==> config.mk <==
export PLATFORM = sky130hd
export DESIGN_NAME = acc_ctrl
export DESIGN_NICKNAME = d
export VERILOG_FILES = /design/src/rtl/acc_ctrl.sv
export SDC_FILE = /design/constraint.sdc
export NUM_CORES = 1
export LEC_CHECK = 0
export CAP_MARGIN = 20
export CORE_MARGIN = 8
export CORE_UTILIZATION = 40
export DETAILED_ROUTE_END_ITERATION = 7
export PLACE_DENSITY = 0.58
export REMOVE_ABC_BUFFERS = 1
export SLEW_MARGIN = 15
export SYNTH_ARGS = -nofsm -noshare
export SYNTH_HDL_FRONTEND = slang
export SYNTH_SLANG_ARGS = --single-unit
==> constraint.sdc <==
create_clock -name i_CLK -period 2.8 [get_ports i_CLK]
set_input_delay 0.84 -clock i_CLK [delete_from_list [all_inputs] [get_ports i_CLK]]
set_output_delay 0.84 -clock i_CLK [all_outputs]
set_load 0.1 [all_outputs]
==> src/rtl/acc_ctrl.sv <==
// Sequencer for the PSUM accumulator: flushes on the first beat of each output,
// gates core beats into the adder, adds bias once and drains via valid/ready.
module acc_ctrl #(
    parameter int CNT_W  = 16,
    parameter int ADDR_W = 8
) (
    input  logic              i_CLK,
    input  logic              i_RST,
    input  logic              i_Start,
    input  logic              i_Clear,
    input  logic [CNT_W-1:0]  i_Num_Acc,
    input  logic [CNT_W-1:0]  i_Num_Out,
    input  logic              i_Bias_En,
    input  logic              i_Core_Vld,
    output logic              o_Core_Stall,
    output logic              o_Core_Vld,
    output logic              o_Flush,
    output logic              o_Sel_Bias_BUF,
    output logic              o_PSUM_En,
    output logic [ADDR_W-1:0] o_Bias_Addr,
    output logic              o_Out_Vld,
    input  logic              i_Out_Rdy,
    output logic              o_Busy,
    output logic              o_Done
);

    typedef enum logic [2:0] {
        S_IDLE = 3'd0,
        S_ACC  = 3'd1,
        S_BIAS = 3'd2,
        S_OUT  = 3'd3,
        S_DONE = 3'd4
    } state_t;

    state_t           state;
    logic [CNT_W-1:0] acc_cnt;
    logic [CNT_W-1:0] out_cnt;
    logic [CNT_W-1:0] acc_last;
    logic [CNT_W-1:0] out_last;
    logic             bias_en;
    logic             first;
    logic             beat;

    assign beat = (state == S_ACC) && i_Core_Vld;

    always_ff @(posedge i_CLK or posedge i_RST) begin
        if (i_RST) begin
            state    <= S_IDLE;
            acc_cnt  <= '0;
            out_cnt  <= '0;
            acc_last <= '0;
            out_last <= '0;
            bias_en  <= 1'b0;
            first    <= 1'b0;
        end else if (i_Clear) begin
            state   <= S_IDLE;
            acc_cnt <= '0;
            out_cnt <= '0;
            first   <= 1'b0;
        end else begin
            case (state)
                S_IDLE: begin
                    if (i_Start) begin
                        // Zero counts are stored as "last index 0", i.e. treated as one
                        acc_last <= (i_Num_Acc == '0) ? '0 : i_Num_Acc - CNT_W'(1);
                        out_last <= (i_Num_Out == '0) ? '0 : i_Num_Out - CNT_W'(1);
                        bias_en  <= i_Bias_En;
                        acc_cnt  <= '0;
                        out_cnt  <= '0;
                        first    <= 1'b1;
                        state    <= S_ACC;
                    end
                end
                S_ACC: begin
                    if (beat) begin
                        first <= 1'b0;
                        if (acc_cnt == acc_last) begin
                            acc_cnt <= '0;
                            state   <= bias_en ? S_BIAS : S_OUT;
                        end else begin
                            acc_cnt <= acc_cnt + CNT_W'(1);
                        end
                    end
                end
                S_BIAS: state <= S_OUT;
                S_OUT: begin
                    if (i_Out_Rdy) begin
                        if (out_cnt == out_last) begin
                            state <= S_DONE;
                        end else begin
                            out_cnt <= out_cnt + CNT_W'(1);
                            first   <= 1'b1;
                            state   <= S_ACC;
                        end
                    end
                end
                S_DONE:  state <= S_IDLE;
                default: state <= S_IDLE;
            endcase
        end
    end

    always_comb begin
        o_Core_Stall   = (state == S_BIAS) || (state == S_OUT) || (state == S_DONE);
        o_Core_Vld     = beat;
        o_Flush        = beat && first;
        o_Sel_Bias_BUF = (state == S_BIAS);
        o_PSUM_En      = beat || (state == S_BIAS);
        o_Bias_Addr    = (state == S_IDLE) ? '0 : out_cnt[ADDR_W-1:0];
        o_Out_Vld      = (state == S_OUT);
        o_Busy         = (state != S_IDLE);
        o_Done         = (state == S_DONE);
    end

endmodule

Yosys cells after proc, flatten, opt, wreduce, memory -nomap -nowiden
Index checks and enable logic that the tools add are counted.
{ "totals": {"regBits": 69, "inputBits": 39, "output_inout_bits": 16, "wordCells": 66} }
{ "classes": {"add_sub_neg": 4, "n_eq_ne": 11, "n_mux": 26, "bitwise": 1, "n_reduce_logical": 17} }
{ "ops": {"columns": ["op", "count"], "rows": [
  ["16-bit two-way mux", 9],
  ["16-bit one-hot mux with 2 select lines", 2],
  ["16-bit by 1-bit adder with 16-bit output (second input constant)", 2],
  ["16-bit equality test", 2],
  ["16-bit logical NOT", 2],
  ["16-bit by 1-bit subtractor with 16-bit output (second input constant)", 2],
  ["3-bit two-way mux", 6],
  ["3-bit one-hot mux with 4 select lines", 1],
  ["3-bit != test (second input constant)", 3],
  ["3-bit nonzero test", 3],
  ["8-bit two-way mux", 1],
  ["4-bit AND reduction", 2],
  ["3-bit by 2-bit equality test with 1-bit output (second input constant)", 2],
  ["1-bit two-way mux", 6],
  ["3-bit by 2-bit != test with 1-bit output (second input constant)", 2],
  ["3-bit AND reduction", 2],
  ["5-bit AND reduction", 1],
  ["4-bit nonzero test", 1],
  ["3-bit by 1-bit equality test with 1-bit output (second input constant)", 1],
  ["3-bit equality test (second input constant)", 1],
  ["3-bit logical NOT", 1],
  ["1-bit logical OR", 3],
  ["1-bit one-hot mux with 3 select lines", 1],
  ["1-bit logical AND", 2],
  ["1-bit NOT", 1]
]} }

Longest topological paths before layout
{ "logic_depth": {"word_depth": 5, "ltp_mapped": 7, "mapped_depth_nobuf": 6} }

Least setup slack after synthesis
Ideal clock, no wire load.
{ "synth_timing": {"path_type": "register to output", "start": "register state[1]", "end": "output o_PSUM_En", "arrival_ns": 2.613, "required_time_ns": 1.960, "setup_slack_ns": -0.653, "path_stages_with_launch": 5, "n_path_buf": 1, "cell_sequence": "dfrtp_1 buf_2 nand2b_1 nor2_1 or2_2"} }
{ "synth_via": {"elab_cells_between_ends": 4, "cone_classes": "2 x eq/ne; 2 x reduce/logical"} }
{ "synth_lines": {"columns": ["item", "line", "source"], "rows": [
  ["start: declaration", "35", "state_t state;"],
  ["start signal: assignment", "79", "state <= bias_en ? S_BIAS : S_OUT;"],
  ["3-bit by 2-bit equality test with 1-bit output", null, null],
  ["named net o_Sel_Bias_BUF", "18", "output logic o_Sel_Bias_BUF,"],
  ["1-bit logical OR", "108", "o_PSUM_En = beat || (state == S_BIAS);"],
  ["end: declaration", "19", "output logic o_PSUM_En,"]
]} }
The timed path passes the listed nets, and every way through them passes these cells.

Worst setup path in the final report
{ "layout_timing": {"start": "input i_Core_Vld", "end": "output o_PSUM_En"} }
{ "layout_via": {"elab_chain_len": 2} }
{ "layout_lines": {"columns": ["item", "line", "source"], "rows": [
  ["start: declaration", "14", "input logic i_Core_Vld,"],
  ["1-bit logical AND", "44", "assign beat = (state == S_ACC) && i_Core_Vld;"],
  ["1-bit logical OR", "108", null]
]} }
Every way passes these cells.

==> impl_metrics.xml <==
<?xml version="1.0" encoding="UTF-8"?>
<metrics>
  <group name="run_status">
    <metric name="outcome" unit="">completed</metric>
  </group>
  <group name="clock_tree">
    <metric name="htreeDepth" unit="">3</metric>
    <metric name="clock_latency" unit="ns">0.35</metric>
    <metric name="hold_buffer_count_at_cts" unit="">0</metric>
    <metric name="ctsRootBufferMaster" unit="">sky130_fd_sc_hd__clkbuf_8</metric>
    <metric name="number_of_buffers_inserted_during_clock_tree_synthesis" unit="">9</metric>
    <metric name="buffers_inserted_by_post_cts_timing_repair" unit="">0</metric>
    <metric name="cts.path.max_buffers" unit="">2</metric>
    <metric name="clkTransAtPathRegs" unit="ns">0.07</metric>
    <metric name="cts_sink_cnt" unit="">69</metric>
    <metric name="cts_tree" unit="">yes</metric>
  </group>
  <group name="drt">
    <metric name="post-route-drc-count" unit="">0</metric>
    <metric name="avgRoutedWirePerCell" unit="um">14.7</metric>
    <metric name="detail-route-antenna-nets" unit="">0</metric>
    <metric name="dr.pass1.iters" unit="">4</metric>
    <metric name="drt_first_iter_violations" unit="">185</metric>
    <metric name="via_count" unit="">3696</metric>
    <metric name="avg_vias_per_cell" unit="">5.24</metric>
    <metric name="routed_wirelength" unit="um">10400</metric>
  </group>
  <group name="timing">
    <metric name="period_needed" unit="ns">2.76</metric>
    <metric name="final_max_slew_viol_count" unit="">0</metric>
    <metric name="slew_headroom" unit="">0.575</metric>
    <metric name="hold_ws" unit="ns">0.502</metric>
    <metric name="share_of_the_clock_period_used_by_the_worst_path" unit="">0.985</metric>
    <metric name="totalNegativeSetupSlack" unit="ns">0</metric>
    <metric name="fin_worst_skew" unit="ns">0.00909</metric>
    <metric name="setup_viol" unit="">0</metric>
    <metric name="postLayoutSetupSlackWorst" unit="ns">0.0433</metric>
    <metric name="worst_slew_pin_slew" unit="ns">0.636</metric>
    <metric name="rsz_0062_raised_after_global_routing" unit="">false</metric>
    <metric name="final_hold_violation_count" unit="">0</metric>
    <metric name="max_freq" unit="MHz">363</metric>
  </group>
  <group name="floorplanning">
    <metric name="rows" unit="">38</metric>
    <metric name="core_area" unit="um^2">10700</metric>
    <metric name="die_y" unit="um">120</metric>
    <metric name="initial_core_util" unit="">0.406</metric>
    <metric name="dieWidth" unit="um">120</metric>
    <metric name="boundaryPins" unit="">55</metric>
    <metric name="area_enclosed_by_the_die_boundary" unit="um^2">14500</metric>
  </group>
  <group name="hold_path">
    <metric name="hp-class" unit="">flip-flop to flip-flop</metric>
    <metric name="hp-start" unit="">out_last[4]$_DFFE_PP0P_</metric>
  </group>
  <group name="final_layout">
    <metric name="area.sequential" unit="um^2">1730</metric>
    <metric name="n_antenna_cell" unit="">0</metric>
    <metric name="num-nets-final" unit="">606</metric>
    <metric name="flow.area_growth_from_synthesis" unit="%">29.1</metric>
    <metric name="area_of_the_multi_input_gates" unit="um^2">2470</metric>
    <metric name="mostFrequentLayoutCells" unit="">sky130_fd_sc_hd__nand2_1, sky130_fd_sc_hd__dfrtp_1, sky130_fd_sc_hd__xnor2_1</metric>
    <metric name="finish.cell_count_without_fillers" unit="">706</metric>
    <metric name="fill_cells" unit="">1050</metric>
    <metric name="final_layout_size_suffix_gt1_frac" unit="">0.143</metric>
    <metric name="fin_util" unit="">0.524</metric>
    <metric name="leading_cell_type_in_the_layout_fill_and_taps_excluded" unit="">sky130_fd_sc_hd__nand2_1</metric>
    <metric name="fin_area" unit="um^2">5630</metric>
  </group>
  <group name="global_routing">
    <metric name="globalRoute.totalOverflow" unit="">0</metric>
    <metric name="global_route.usage.total" unit="">0.145</metric>
    <metric name="grt_antenna_before_repair" unit="">0</metric>
    <metric name="first_pass_grt_wire_length" unit="um">17500</metric>
    <metric name="vias_in_the_first_global_route" unit="">3630</metric>
    <metric name="pin_count_of_the_biggest_net_entering_global_routing" unit="">70</metric>
  </group>
  <group name="power_and_ir_drop">
    <metric name="power_leakage" unit="nW">2.32</metric>
    <metric name="switching_power" unit="mW">1.59</metric>
    <metric name="vdd_ir_drop_max" unit="mV">0.577</metric>
    <metric name="cell_internal_pwr" unit="mW">2.52</metric>
    <metric name="cellPowerDensity" unit="nW/um^2">731</metric>
    <metric name="share_comb_of_total_power" unit="">0.409</metric>
    <metric name="switching_share" unit="">0.387</metric>
    <metric name="clock_power_share" unit="">0.228</metric>
    <metric name="p_total" unit="mW">4.11</metric>
    <metric name="power.sequential.fraction" unit="">0.364</metric>
  </group>
  <group name="placed_design">
    <metric name="routabilityCongestion" unit="">0.856</metric>
    <metric name="placedInstanceArea" unit="um^2">5400</metric>
    <metric name="numPortBuffers" unit="">54</metric>
    <metric name="placement.setup.worst_slack" unit="ns">0.0397</metric>
    <metric name="placed_cells" unit="">690</metric>
    <metric name="dp.final_hpwl" unit="um">7810</metric>
  </group>
  <group name="yosys">
    <metric name="synth.cell_area" unit="um^2">4360</metric>
    <metric name="synth.yosys.warnings" unit="">0</metric>
    <metric name="synth-edff-count" unit="">0</metric>
    <metric name="ys_seq_area_frac" unit="">0.396</metric>
    <metric name="synth_ff_type" unit="">sky130_fd_sc_hd__dfrtp_1</metric>
    <metric name="synth-async-reset-ratio" unit="">1.00</metric>
    <metric name="yosys.cell_types.count" unit="">55</metric>
    <metric name="syn_avg_cell_area" unit="um^2">8.94</metric>
    <metric name="synthesis.instances" unit="">488</metric>
    <metric name="ys_seq_elements" unit="">69</metric>
  </group>
  <group name="setup_path">
    <metric name="required" unit="ns">1.96</metric>
    <metric name="cp_cell_sequence" unit="">clkdlybuf4s50_1, and2_1, or2_2, buf_12</metric>
    <metric name="crit_path_end_kind" unit="">output port</metric>
    <metric name="crit_start" unit="">i_Core_Vld</metric>
    <metric name="type_of_the_setup_path_with_the_least_slack" unit="">primary input to output port</metric>
    <metric name="critPathLaunchType" unit="">primary input</metric>
    <metric name="worst_path_max_delay_cell" unit="">sky130_fd_sc_hd__clkdlybuf4s50_1</metric>
    <metric name="worstPathMaxFanout" unit="">4</metric>
    <metric name="slowest_stage_delay_on_critical_path" unit="ns">0.44</metric>
    <metric name="wp_data_arrival" unit="ns">1.92</metric>
    <metric name="timing.rr.start" unit="">state[1]$_DFFE_PP0P_</metric>
  </group>
  <group name="flow_run">
    <metric name="max_cap_violations" unit="">0</metric>
  </group>
</metrics>
state kept, by name (all words and copies together) (netlist names):
register	cells
acc_cnt	16
acc_last	16
bias_en	1
first	1
out_cnt	16
out_last	16
state	3
cells in the mapped netlist, types with 12 or more instances:
master | n | share of area
sky130_fd_sc_hd__nand4_1 | 14 | 0.020
sky130_fd_sc_hd__inv_1 | 17 | 0.015
sky130_fd_sc_hd__nand3_1 | 15 | 0.017
sky130_fd_sc_hd__mux2i_1 | 17 | 0.039
sky130_fd_sc_hd__nand2_1 | 69 | 0.059
sky130_fd_sc_hd__xnor2_1 | 39 | 0.078
sky130_fd_sc_hd__xor2_1 | 31 | 0.062
sky130_fd_sc_hd__dfrtp_1 | 69 | 0.40
sky130_fd_sc_hd__buf_2 | 12 | 0.014
sky130_fd_sc_hd__o21ai_0 | 30 | 0.034
sky130_fd_sc_hd__nor2_1 | 38 | 0.033
cell families after synthesis:
logic type	synth area share
buf+inv	0.0382
fa+ha+maj	0.0172
compound gates	0.116
mux	0.0442
flops	0.396
simple gates	0.248
xor+xnor	0.141
power groups by stage:
stage          clock network (mW)  registers [mW]  logic, mW
4_1_cts                     0.949            1.49       1.70
5_1_grt                     0.987            1.54       1.85
2_1_floorplan                   0            1.45       1.07
6_report                    0.936            1.50       1.68
3_3_place_gp                    0            1.50       1.67
3_5_place_dp                    0            1.51       1.70
timing repair:
item | 4_1_cts | 5_1_grt
setup endpoints to repair | 0 | 6
gates resized for setup | 0 | 1
hold endpoints to repair | 0 | 0
area by class of cell:
cell class / instances / area share
clock buffer: 12 / 0.0276
clock inverter: 4 / 0.0124
inverter: 17 / 0.0113
multi-input combinational: 380 / 0.439
sequential: 69 / 0.307
tap: 140 / 0.0311
timing repair buffer: 84 / 0.171
metal layers:
metal  track usage  wire length [um]  up-vias
met5             0                 0        -
met4        0.0453               147        0
met3        0.0312               359       11
met2         0.220              4560       67
met1         0.201              5290     1771
li1              -                 -     1847
critical path, delay by kind of cell:
| kind | cells | cell delay (ns) |
|---|---|---|
| buffers and inverters | 2 | 0.61 |
| and+or+nand+nor | 2 | 0.46 |
worst paths after layout:
check / end / slack, ns / cells past startpoint
min in group asynchronous: out_last[13]$_DFFE_PP0P_ / 0.89 / 3
max in group asynchronous: state[0]$_DFFE_PP0P_ / 1.60 / 3
setup / recovery: o_PSUM_En / 0.04 / 4
setup reg to reg: out_cnt[5]$_DFFE_PP0P_ / 0.72 / 6
hold / removal: out_last[4]$_DFFE_PP0P_ / 0.50 / 2
hold reg to reg: out_last[4]$_DFFE_PP0P_ / 0.50 / 2
Note: power is estimated with default switching activity, not from simulation.
